### src/rtl/mem8_arb_if.sv
// Requester and memory-side bus bundle for mem8_arb: per-requester req/ack handshake
// plus the single memory master port. slave = arbiter view, master = requesters + memory view.
interface mem8_arb_if #(
  parameter int NREQ = 2,
  parameter int AW   = 17,
  parameter int DW   = 8
);
  logic [NREQ-1:0]    req;
  logic [NREQ-1:0]    we;
  logic [NREQ*AW-1:0] ai;
  logic [NREQ*DW-1:0] vi;
  logic [NREQ-1:0]    ack;
  logic [DW-1:0]      vo;
  logic               busy;
  logic               m_we;
  logic [AW-1:0]      m_ai;
  logic [DW-1:0]      m_vi;
  logic [DW-1:0]      m_vo;

  modport slave (
    input  req, we, ai, vi, m_vo,
    output ack, vo, busy, m_we, m_ai, m_vi
  );

  modport master (
    output req, we, ai, vi, m_vo,
    input  ack, vo, busy, m_we, m_ai, m_vi
  );
endinterface

### src/rtl/mem8_arb.sv
// Arbiter/sequencer sharing one 8-bit single-port memory (1-cycle registered read) among NREQ requesters.
// Define MEM8_ARB_FIXPRI_EN for fixed priority (lowest index wins); default is round-robin.
module mem8_arb #(
  parameter int NREQ = 2,
  parameter int AW   = 17,
  parameter int DW   = 8
) (
  input  logic      clk,
  input  logic      rst,
  mem8_arb_if.slave bus
);

  localparam int GW = (NREQ > 1) ? $clog2(NREQ) : 1;

  typedef enum logic [1:0] {IDLE, ACC, RDW} state_t;

  state_t          state;
  logic [GW-1:0]   g;
  logic [GW-1:0]   win;
  logic [NREQ-1:0] ack_q;
  logic [DW-1:0]   vo_q;
  logic            busy_q;
  logic            m_we_q;
  logic [AW-1:0]   m_ai_q;
  logic [DW-1:0]   m_vi_q;

  // Winner among the current requests; only consumed in IDLE when |req.
  // NOTE: every always_comb output gets a default first so no path can infer a latch.
`ifdef MEM8_ARB_FIXPRI_EN
  always_comb begin
    win = '0;
    for (int i = NREQ - 1; i >= 0; i--) begin
      if (bus.req[i]) win = GW'(i);
    end
  end
`else
  logic [GW-1:0] rr;

  always_comb begin
    int  idx;
    logic found;
    win   = '0;
    found = 1'b0;
    for (int k = 0; k < NREQ; k++) begin
      idx = int'(rr) + k;
      if (idx >= NREQ) idx = idx - NREQ;
      if (!found && bus.req[idx]) begin
        win   = GW'(idx);
        found = 1'b1;
      end
    end
  end

  // The pointer advances past the winner at the edge that issues its ack.
  always_ff @(posedge clk or negedge rst) begin
    if (!rst) begin
      rr <= '0;
    end else if ((state == ACC && m_we_q) || state == RDW) begin
      rr <= (g == GW'(NREQ - 1)) ? '0 : g + 1'b1;
    end
  end
`endif

  // NOTE: sequential state uses non-blocking assignments so every register samples pre-edge values.
  // NOTE: only control/bus registers are reset; there is no storage array here to clear.
  always_ff @(posedge clk or negedge rst) begin
    if (!rst) begin
      state  <= IDLE;
      g      <= '0;
      ack_q  <= '0;
      vo_q   <= '0;
      busy_q <= 1'b0;
      m_we_q <= 1'b0;
      m_ai_q <= '0;
      m_vi_q <= '0;
    end else begin
      ack_q <= '0;
      unique case (state)
        IDLE: begin
          if (|bus.req) begin
            g      <= win;
            m_we_q <= bus.we[win];
            m_ai_q <= bus.ai[int'(win)*AW +: AW];
            m_vi_q <= bus.vi[int'(win)*DW +: DW];
            busy_q <= 1'b1;
            state  <= ACC;
          end
        end
        ACC: begin
          // m_we_q doubles as the latched write flag for the granted access.
          m_we_q <= 1'b0;
          if (m_we_q) begin
            ack_q[g] <= 1'b1;
            busy_q   <= 1'b0;
            state    <= IDLE;
          end else begin
            state <= RDW;
          end
        end
        RDW: begin
          vo_q     <= bus.m_vo;
          ack_q[g] <= 1'b1;
          busy_q   <= 1'b0;
          state    <= IDLE;
        end
        default: state <= IDLE;
      endcase
    end
  end

  assign bus.ack  = ack_q;
  assign bus.vo   = vo_q;
  assign bus.busy = busy_q;
  assign bus.m_we = m_we_q;
  assign bus.m_ai = m_ai_q;
  assign bus.m_vi = m_vi_q;

endmodule

### src/flat_wrapper.sv
// flat-port wrapper written by rule: the top's interface ports become plain ports
module mem8_arb_flat 
#(
  parameter int NREQ = 2,
  parameter int AW   = 17,
  parameter int DW   = 8
)
  (clk, rst, bus_req, bus_we, bus_ai, bus_vi, bus_m_vo, bus_ack, bus_vo, bus_busy, bus_m_we, bus_m_ai, bus_m_vi);
  mem8_arb_if #(.NREQ(NREQ), .AW(AW), .DW(DW)) bus_i ();
  input  logic clk;
  input  logic rst;
  input wire logic [$bits(bus_i.req)-1:0] bus_req;
  input wire logic [$bits(bus_i.we)-1:0] bus_we;
  input wire logic [$bits(bus_i.ai)-1:0] bus_ai;
  input wire logic [$bits(bus_i.vi)-1:0] bus_vi;
  input wire logic [$bits(bus_i.m_vo)-1:0] bus_m_vo;
  output wire logic [$bits(bus_i.ack)-1:0] bus_ack;
  output wire logic [$bits(bus_i.vo)-1:0] bus_vo;
  output wire logic [$bits(bus_i.busy)-1:0] bus_busy;
  output wire logic [$bits(bus_i.m_we)-1:0] bus_m_we;
  output wire logic [$bits(bus_i.m_ai)-1:0] bus_m_ai;
  output wire logic [$bits(bus_i.m_vi)-1:0] bus_m_vi;
  assign bus_i.req = bus_req;
  assign bus_i.we = bus_we;
  assign bus_i.ai = bus_ai;
  assign bus_i.vi = bus_vi;
  assign bus_i.m_vo = bus_m_vo;
  assign bus_ack = bus_i.ack;
  assign bus_vo = bus_i.vo;
  assign bus_busy = bus_i.busy;
  assign bus_m_we = bus_i.m_we;
  assign bus_m_ai = bus_i.m_ai;
  assign bus_m_vi = bus_i.m_vi;
  mem8_arb #(.NREQ(NREQ), .AW(AW), .DW(DW)) u_core (.clk(clk), .rst(rst), .bus(bus_i));
endmodule
### config.mk
export PLATFORM = sky130hd
export DESIGN_NAME = mem8_arb_flat
export DESIGN_NICKNAME = d
export VERILOG_FILES = /design/src/rtl/mem8_arb_if.sv /design/src/rtl/mem8_arb.sv /design/src/flat_wrapper.sv
export SDC_FILE = /design/constraint.sdc
export NUM_CORES = 1
export LEC_CHECK = 0
export CORE_MARGIN = 2
export CORE_UTILIZATION = 35
export DETAILED_ROUTE_END_ITERATION = 16
export GPL_ROUTABILITY_DRIVEN = 0
export PLACE_DENSITY = 0.76
export SLEW_MARGIN = 0
export SYNTH_ARGS = -nofsm -noshare
export SYNTH_HDL_FRONTEND = slang
export SYNTH_SLANG_ARGS = --single-unit
### constraint.sdc
create_clock -name clk -period 1.4 [get_ports clk]
set_clock_uncertainty 0.05 [all_clocks]
set_input_delay 0.21 -clock clk [delete_from_list [all_inputs] [get_ports clk]]
set_output_delay 0.21 -clock clk [all_outputs]
set_load 0.005 [all_outputs]
==> results of run 1 <==
==> registers in the layout (all words and copies together), names as in the netlist <==
signal           count
u_core.rr            1
u_core.bus.vo        8
u_core.bus.m_we      1
u_core.state         2
u_core.bus.busy      1
u_core.g             1
u_core.bus.m_ai     17
u_core.bus.ack       2
u_core.bus.m_vi      8
==> path summary, 6_finish.rpt <==
kind,start,end,cells past startpoint,slack [ns]
worst min-delay path,rst,u_core.bus.busy,2,0.33
worst min register to register,u_core.bus.m_vi[5],u_core.bus.m_vi[5],2,0.42
worst max register to register,u_core.state[0],u_core.g,5,0.05
max in group asynchronous,rst,u_core.bus.m_ai[7],3,0.50
worst max-delay path,u_core.state[0],u_core.g,5,0.05
min in group clk,bus_req[0],u_core.g,3,0.40
==> report_power, final <==
group,switching (W),internal (W)
combinational,0.00116,0.00160
sequential,0.000281,0.00176
clock,0.000393,0.000581
total,0.00184,0.00394
==> layer usage <==
layer | wire [microns] | track usage | vias up
met2 | 2300 | 0.263 | 61
li1 | - | - | 792
met3 | 347 | 0.0588 | 4
met5 | 0 | 0 | -
met4 | 50 | 0.0536 | 0
met1 | 1960 | 0.192 | 754
==> placed cells by master (no fill, tap or decap), types with 2 or more instances in the layout <==
cell,n
clkdlybuf4s50_1,61
ha_4,2
clkbuf_8,6
nor2_1,2
o21ai_0,7
mux2i_2,2
buf_12,6
o21ai_1,20
mux2i_1,24
a21oi_1,3
nand2_1,28
dlymetal6s2s_1,4
buf_4,7
ha_1,2
mux2_2,8
dfrtp_1,41
inv_2,2
dlygate4sd2_1,34
==> repair_timing <==
item | 4_1_cts | 5_1_grt
hold buffers | 1 | 0
cloned | 0 | 1
pin swaps | 0 | 1
endpoints found under the setup margin | 42 | 41
setup buffers | 3 | 1
resized for setup | 36 | 17
endpoints found under the hold margin | 17 | 0
==> through the flow <==
step / total power (W) / setup WS (ns) / hold slack [ns] / cells / TNS, ns
2_1_floorplan: 0.00326 / 0.0189 / -0.136 / 162 / 0
3_3_place_gp: 0.00489 / -0.218 / 0.123 / 334 / -4.78
3_5_place_dp: 0.00498 / -0.277 / 0.123 / 334 / -6.33
4_1_cts: 0.00569 / -0.00224 / 0.337 / 346 / -0.00224
5_1_grt: 0.00623 / -0.0302 / 0.359 / 348 / -0.0302
6_report: 0.00578 / 0.0546 / 0.334 / 348 / 0
==> critical path, delay by kind of cell, from the launching register on <==
| family | cells | cell delay [ns] |
|---|---|---|
| flip-flops | 1 | 0.44 |
| buffers and inverters | 2 | 0.28 |
| AO/OA/AOI/OAI | 2 | 0.28 |
| adder cells (fa/ha/maj) | 1 | 0.18 |
==> cell families (layout without fill, tap and decap cells) <==
logic type	after synthesis	in the layout	share of synthesized area
compound gates	35	35	0.102
fa+ha+maj	5	5	0.0334
buf+inv	10	126	0.0407
flops	41	41	0.548
mux	34	34	0.187
simple gates	37	37	0.0888
==> layout make-up <==
cell class / count / area, sq um / share of cell area
clock buffer: 7 / 86.3 / 0.0265
clock inverter: 1 / 30.0 / 0.00921
inverter: 2 / 7.51 / 0.00230
multi-input combinational: 111 / 840 / 0.258
tap: 70 / 87.6 / 0.0269
sequential: 41 / 1030 / 0.315
timing repair buffer: 116 / 1180 / 0.363
==> impl_metrics.toml, run 1 <==
[status]
outcome = "complete, no violations"

[die]
placementRows = 26
die_area_sq_mm = 0.00595
coreArea_sq_mm = 0.00514
die_height_microns = 77.2
start_util = 0.364
floorplan.io_pins = 101
die_w_microns = 77.2

[sta]
relative_slew_margins = 0.717
unrepaired_setup_endpoints_after_global_routing = "true"
timing_hold_violations_final = 0
drv_slew = 0
finalWorstPathRequiredPeriod_ns = 1.35
timing.final.setup_violations = 0
fmaxAchievable_mhz = 743
final_min_period_over_clock_period = 0.961
timing_worst_slew_pin_value_ns = 0.424

[cells_and_area]
final_core_util = 0.634
num-fill-cells = 452
diodes = 0
drive_gt1_frac = 0.158
nNetsFinal = 346
layout_stage_area_growth_over_the_synthesis_result_pct = 74.0
stdcell_area_sq_mm = 0.00326

[synth]
synth_area_leader_cell = "dfrtp_1"
syn_area_per_cell_sq_um = 11.6
yosys-top-cells-count = "dfrtp_1 (41), nand2_1 (28), mux2i_1 (26), o21ai_1 (20), mux2_2 (8)"
yosys_warnings = 0
synthTopCellsByArea = "dfrtp_1 (55%), mux2i_1 (14%), nand2_1 (5.6%)"
top_count_cell_post_synth = "dfrtp_1"
synth_cell_types = 26
ys_dominant_reg_cell = "dfrtp_1"
synth_sequential_area_ratio = 0.548
asyncSetResetFlopFracSynth = 1.00
syn_nets = 231
post_synthesis_register_bit_count = 41
syn_area_sq_mm = 0.00187
synth_top_area_frac = 0.548
syn-instance-count = 162
count_of_flip_flops_with_a_built_in_enable_after_synthesis = 0

[cts]
clk_path_buf_depth = 2
clock-sinks = 41
cts.htree.levels = 2
worstSkewPairLatency_ns = 0.29
clkTransAtPathRegs_ns = 0.07
cts.root.buffer_cell = "clkbuf_8"
tritoncts.num_buffers = 5
cts_tree = "yes"

[worst_setup_path]
path_max_fanout = 4
cpPeakStageDelay_ns = 0.44
path_cells = "inv_2 > ha_4 > o21ai_4 > buf_6 > a32o_1"
cp_data_arrival_time_ns = 1.47
crit_path_end_kind = "flip-flop"
slowest_stage = "dfrtp_1"
timing.critical_path.from_type = "flip-flop"
critical_path_class = "reg2reg"
cp_data_required_time_ns = 1.53

[route]
drt_iter0_markers = 42
post-route-drc-count = 0
count_of_antenna_violating_nets_left_after_detailed_routing = 0
postRouteWirelength_microns = 4660
vias = 1611
final_routed_wire_length_divided_by_cell_count_microns = 13.4
drt_pass1_iterations = 4
via_per_inst = 4.63

[job]
cap_violations = 0

[placement]
place_area_sq_mm = 0.00305
detailed_place_hpwl_microns = 3470
numPortBuffers = 100

[power]
cellLeakagePower_nw = 1.59
irDropWorstVdd_v = 0.000927
pd_cells_mw_per_mm2 = 1770

[global_routing]
grt_start_max_net_pins = 31
antenna_found_initial = 0
grt_pass1_vias = 1623
track_usage = 0.159
grt_first_pass_wirelength_microns = 7430
global_route.overflow_total = 0

[min_path]
hold_class = "in2async"
Power figures use the tool's default switching activity.
==> inputs of run 2 (changes only) <==
--- a/config.mk
+++ b/config.mk
@@ -5,6 +5,7 @@
 export SDC_FILE = /design/constraint.sdc
 export NUM_CORES = 1
 export LEC_CHECK = 0
+export CAP_MARGIN = 20
 export CORE_MARGIN = 2
 export CORE_UTILIZATION = 35
 export DETAILED_ROUTE_END_ITERATION = 16
==> results of run 2 <==
Same layout as run 1: the final DEF is identical, and so are final timing and power.
==> inputs of run 3 (changes only) <==
--- a/config.mk
+++ b/config.mk
@@ -5,7 +5,6 @@
 export SDC_FILE = /design/constraint.sdc
 export NUM_CORES = 1
 export LEC_CHECK = 0
-export CAP_MARGIN = 20
 export CORE_MARGIN = 2
 export CORE_UTILIZATION = 35
 export DETAILED_ROUTE_END_ITERATION = 16
==> constraint.sdc (replaced) <==
create_clock -name clk -period 1.2 [get_ports clk]
set_clock_uncertainty 0.05 [all_clocks]
set_input_delay 0.18 -clock clk [delete_from_list [all_inputs] [get_ports clk]]
set_output_delay 0.18 -clock clk [all_outputs]
set_load 0.005 [all_outputs]
==> impl_metrics.toml, run 3 (synthesis results as in run 1) <==
[power]
power.net_switching_w = 0.00249
power.share.clock = 0.120
intPower_w = 0.00496
total_power_w = 0.00745
cellLeakagePower_nw = 1.65
pd_cells_mw_per_mm2 = 2160
seq_power_share = 0.323
p_sw_frac = 0.335
irDropWorstVdd_v = 0.00144
comb_power_share = 0.557

[sta]
drv_slew = 0
relative_slew_margins = 0.748
hold_slack_ns = 0.338
fmaxAchievable_mhz = 719
unrepaired_setup_endpoints_after_global_routing = "true"
timing_hold_violations_final = 0
timing.final.setup_violations = 39
final_min_period_over_clock_period = 1.16
postLayoutSetupSlackWorst_ns = -0.191
finalWorstPathRequiredPeriod_ns = 1.39
timing_worst_slew_pin_value_ns = 0.377

[cts]
cts.root.buffer_cell = "clkbuf_8"
clkTransAtPathRegs_ns = 0.08
tritoncts.num_buffers = 5
cts_tree = "yes"
worstSkewPairLatency_ns = 0.28
clock-sinks = 41
cts.htree.levels = 2
clk_path_buf_depth = 2

[global_routing]
antenna_found_initial = 0
global_route.overflow_total = 0
grt_start_max_net_pins = 42
grt_first_pass_wirelength_microns = 8520
grt_pass1_vias = 1695
track_usage = 0.184

[route]
final_routed_wire_length_divided_by_cell_count_microns = 14.8
drt_pass1_iterations = 4
count_of_antenna_violating_nets_left_after_detailed_routing = 0
post-route-drc-count = 0
via_per_inst = 4.66
vias = 1679
postRouteWirelength_microns = 5340
drt_iter0_markers = 26
m1WireLength_microns = 2190
wl_met3_microns = 266
met2WireLength_microns = 2840
top_signal_layer_used = "met4"

[die]
die_w_microns = 77.2
floorplan.io_pins = 101
coreArea_sq_mm = 0.00514
die_area_sq_mm = 0.00595
die_height_microns = 77.2
start_util = 0.364
placementRows = 26

[worst_setup_path]
timing.critical_path.from_type = "flip-flop"
cp_data_required_time_ns = 1.32
critical_path_class = "reg2reg"
cp_data_arrival_time_ns = 1.52
cpPeakStageDelay_ns = 0.41
path_max_fanout = 6
critical_path.n_buffers_inverters = 3
worst_path_dominant_cell_family = "buffers and inverters"
slowest_stage = "dfrtp_1"
crit_path_end_kind = "flip-flop"
path_cells = "inv_2 > ha_4 > o21ai_4 > buf_6 > buf_16 > nand2_2 > o21ai_2"

[cells_and_area]
nNetsFinal = 359
drive_gt1_frac = 0.241
final_common_cell = "clkdlybuf4s50_1"
stdcell_area_sq_mm = 0.00345
largest_reg_flops = 17
diodes = 0
layout_common_cells = "clkdlybuf4s50_1 (60), dfrtp_1 (41), dlygate4sd2_1 (31), nand2_1 (26), mux2i_1 (24)"
layout_stage_area_growth_over_the_synthesis_result_pct = 84.3
final_core_util = 0.672

[placement]
detailedPlace.worstSlack_ns = -0.434
detailed_place_hpwl_microns = 3270
place_area_sq_mm = 0.00308
numPortBuffers = 100

[status]
violations = "setup timing"
outcome = "complete, but fails checks"

[min_path]
hold_class = "in2async"

[job]
cap_violations = 0
## run 3: cell types whose count changed in the layout (fill, tap and decap cells not counted), moves of 6 or more
cell	change
mux2_2	-8
mux2_4	+8
clkdlybuf4s15_1	+7
o21ai_0	-6
o21ai_2	+9
buf_4	+11
## run 3: cell type report
| type | instances | area [sq um] |
|---|---|---|
| Clock buffer | 7 | 86.3 |
| Inverter | 2 | 7.51 |
| Timing Repair Buffer | 127 | 1270 |
| Fill cell | 435 | 1690 |
| Sequential cell | 41 | 1030 |
| Tap cell | 70 | 87.6 |
| Multi-Input combinational cell | 113 | 975 |
## run 3: per-stage QoR
step / cells / TNS, ns
after detailed placement: 334 / -12.18
final: 360 / -5.01
after global routing: 360 / -7.47
after global placement: 334 / -11.08
after CTS: 354 / -3.59
after floorplan: 162 / -0.450
## run 3: final timing paths
kind	to	slack (ns)	cells after the start	startpoint
max in group asynchronous	u_core.bus.m_ai[6]	0.55	3	rst
worst max register to register	u_core.bus.m_vi[2]	-0.19	7	u_core.state[0]
min in group clk	u_core.g	0.36	3	bus_req[1]
worst max-delay path	u_core.bus.m_vi[2]	-0.19	7	u_core.state[0]
worst min-delay path	u_core.bus.vo[2]	0.34	3	rst
worst min register to register	u_core.bus.m_ai[5]	0.43	2	u_core.bus.m_ai[5]
## run 3: timing repair
action,in CTS,in global routing
pin swaps,10,8
hold buffers,1,0
endpoints found under the setup margin,77,51
cloned,5,0
buffers inserted,7,6
endpoints found under the hold margin,41,0
gates resized for setup,56,20
## run 3: power by group through the flow
stage	clock network (W)	registers, W	logic, W
global placement	0	0.00242	0.00350
global route	0.000985	0.00249	0.00449
detailed placement	0	0.00243	0.00358
finish	0.000898	0.00240	0.00415
floorplan	0	0.00248	0.00174
CTS	0.000929	0.00240	0.00393
## run 3: tightest hold or removal path: cells and delay by family
| family | cells | cell delay [ns] |
|---|---|---|
| buf+inv | 3 | 0.85 |
## run 3: routing by layer
| metal | vias to the layer above | GRT usage |
|---|---|---|
| li1 | 825 | - |
| met1 | 793 | 0.217 |
| met2 | 55 | 0.329 |
| met3 | 6 | 0.0471 |
| met4 | 0 | 0.0554 |
| met5 | - | 0 |
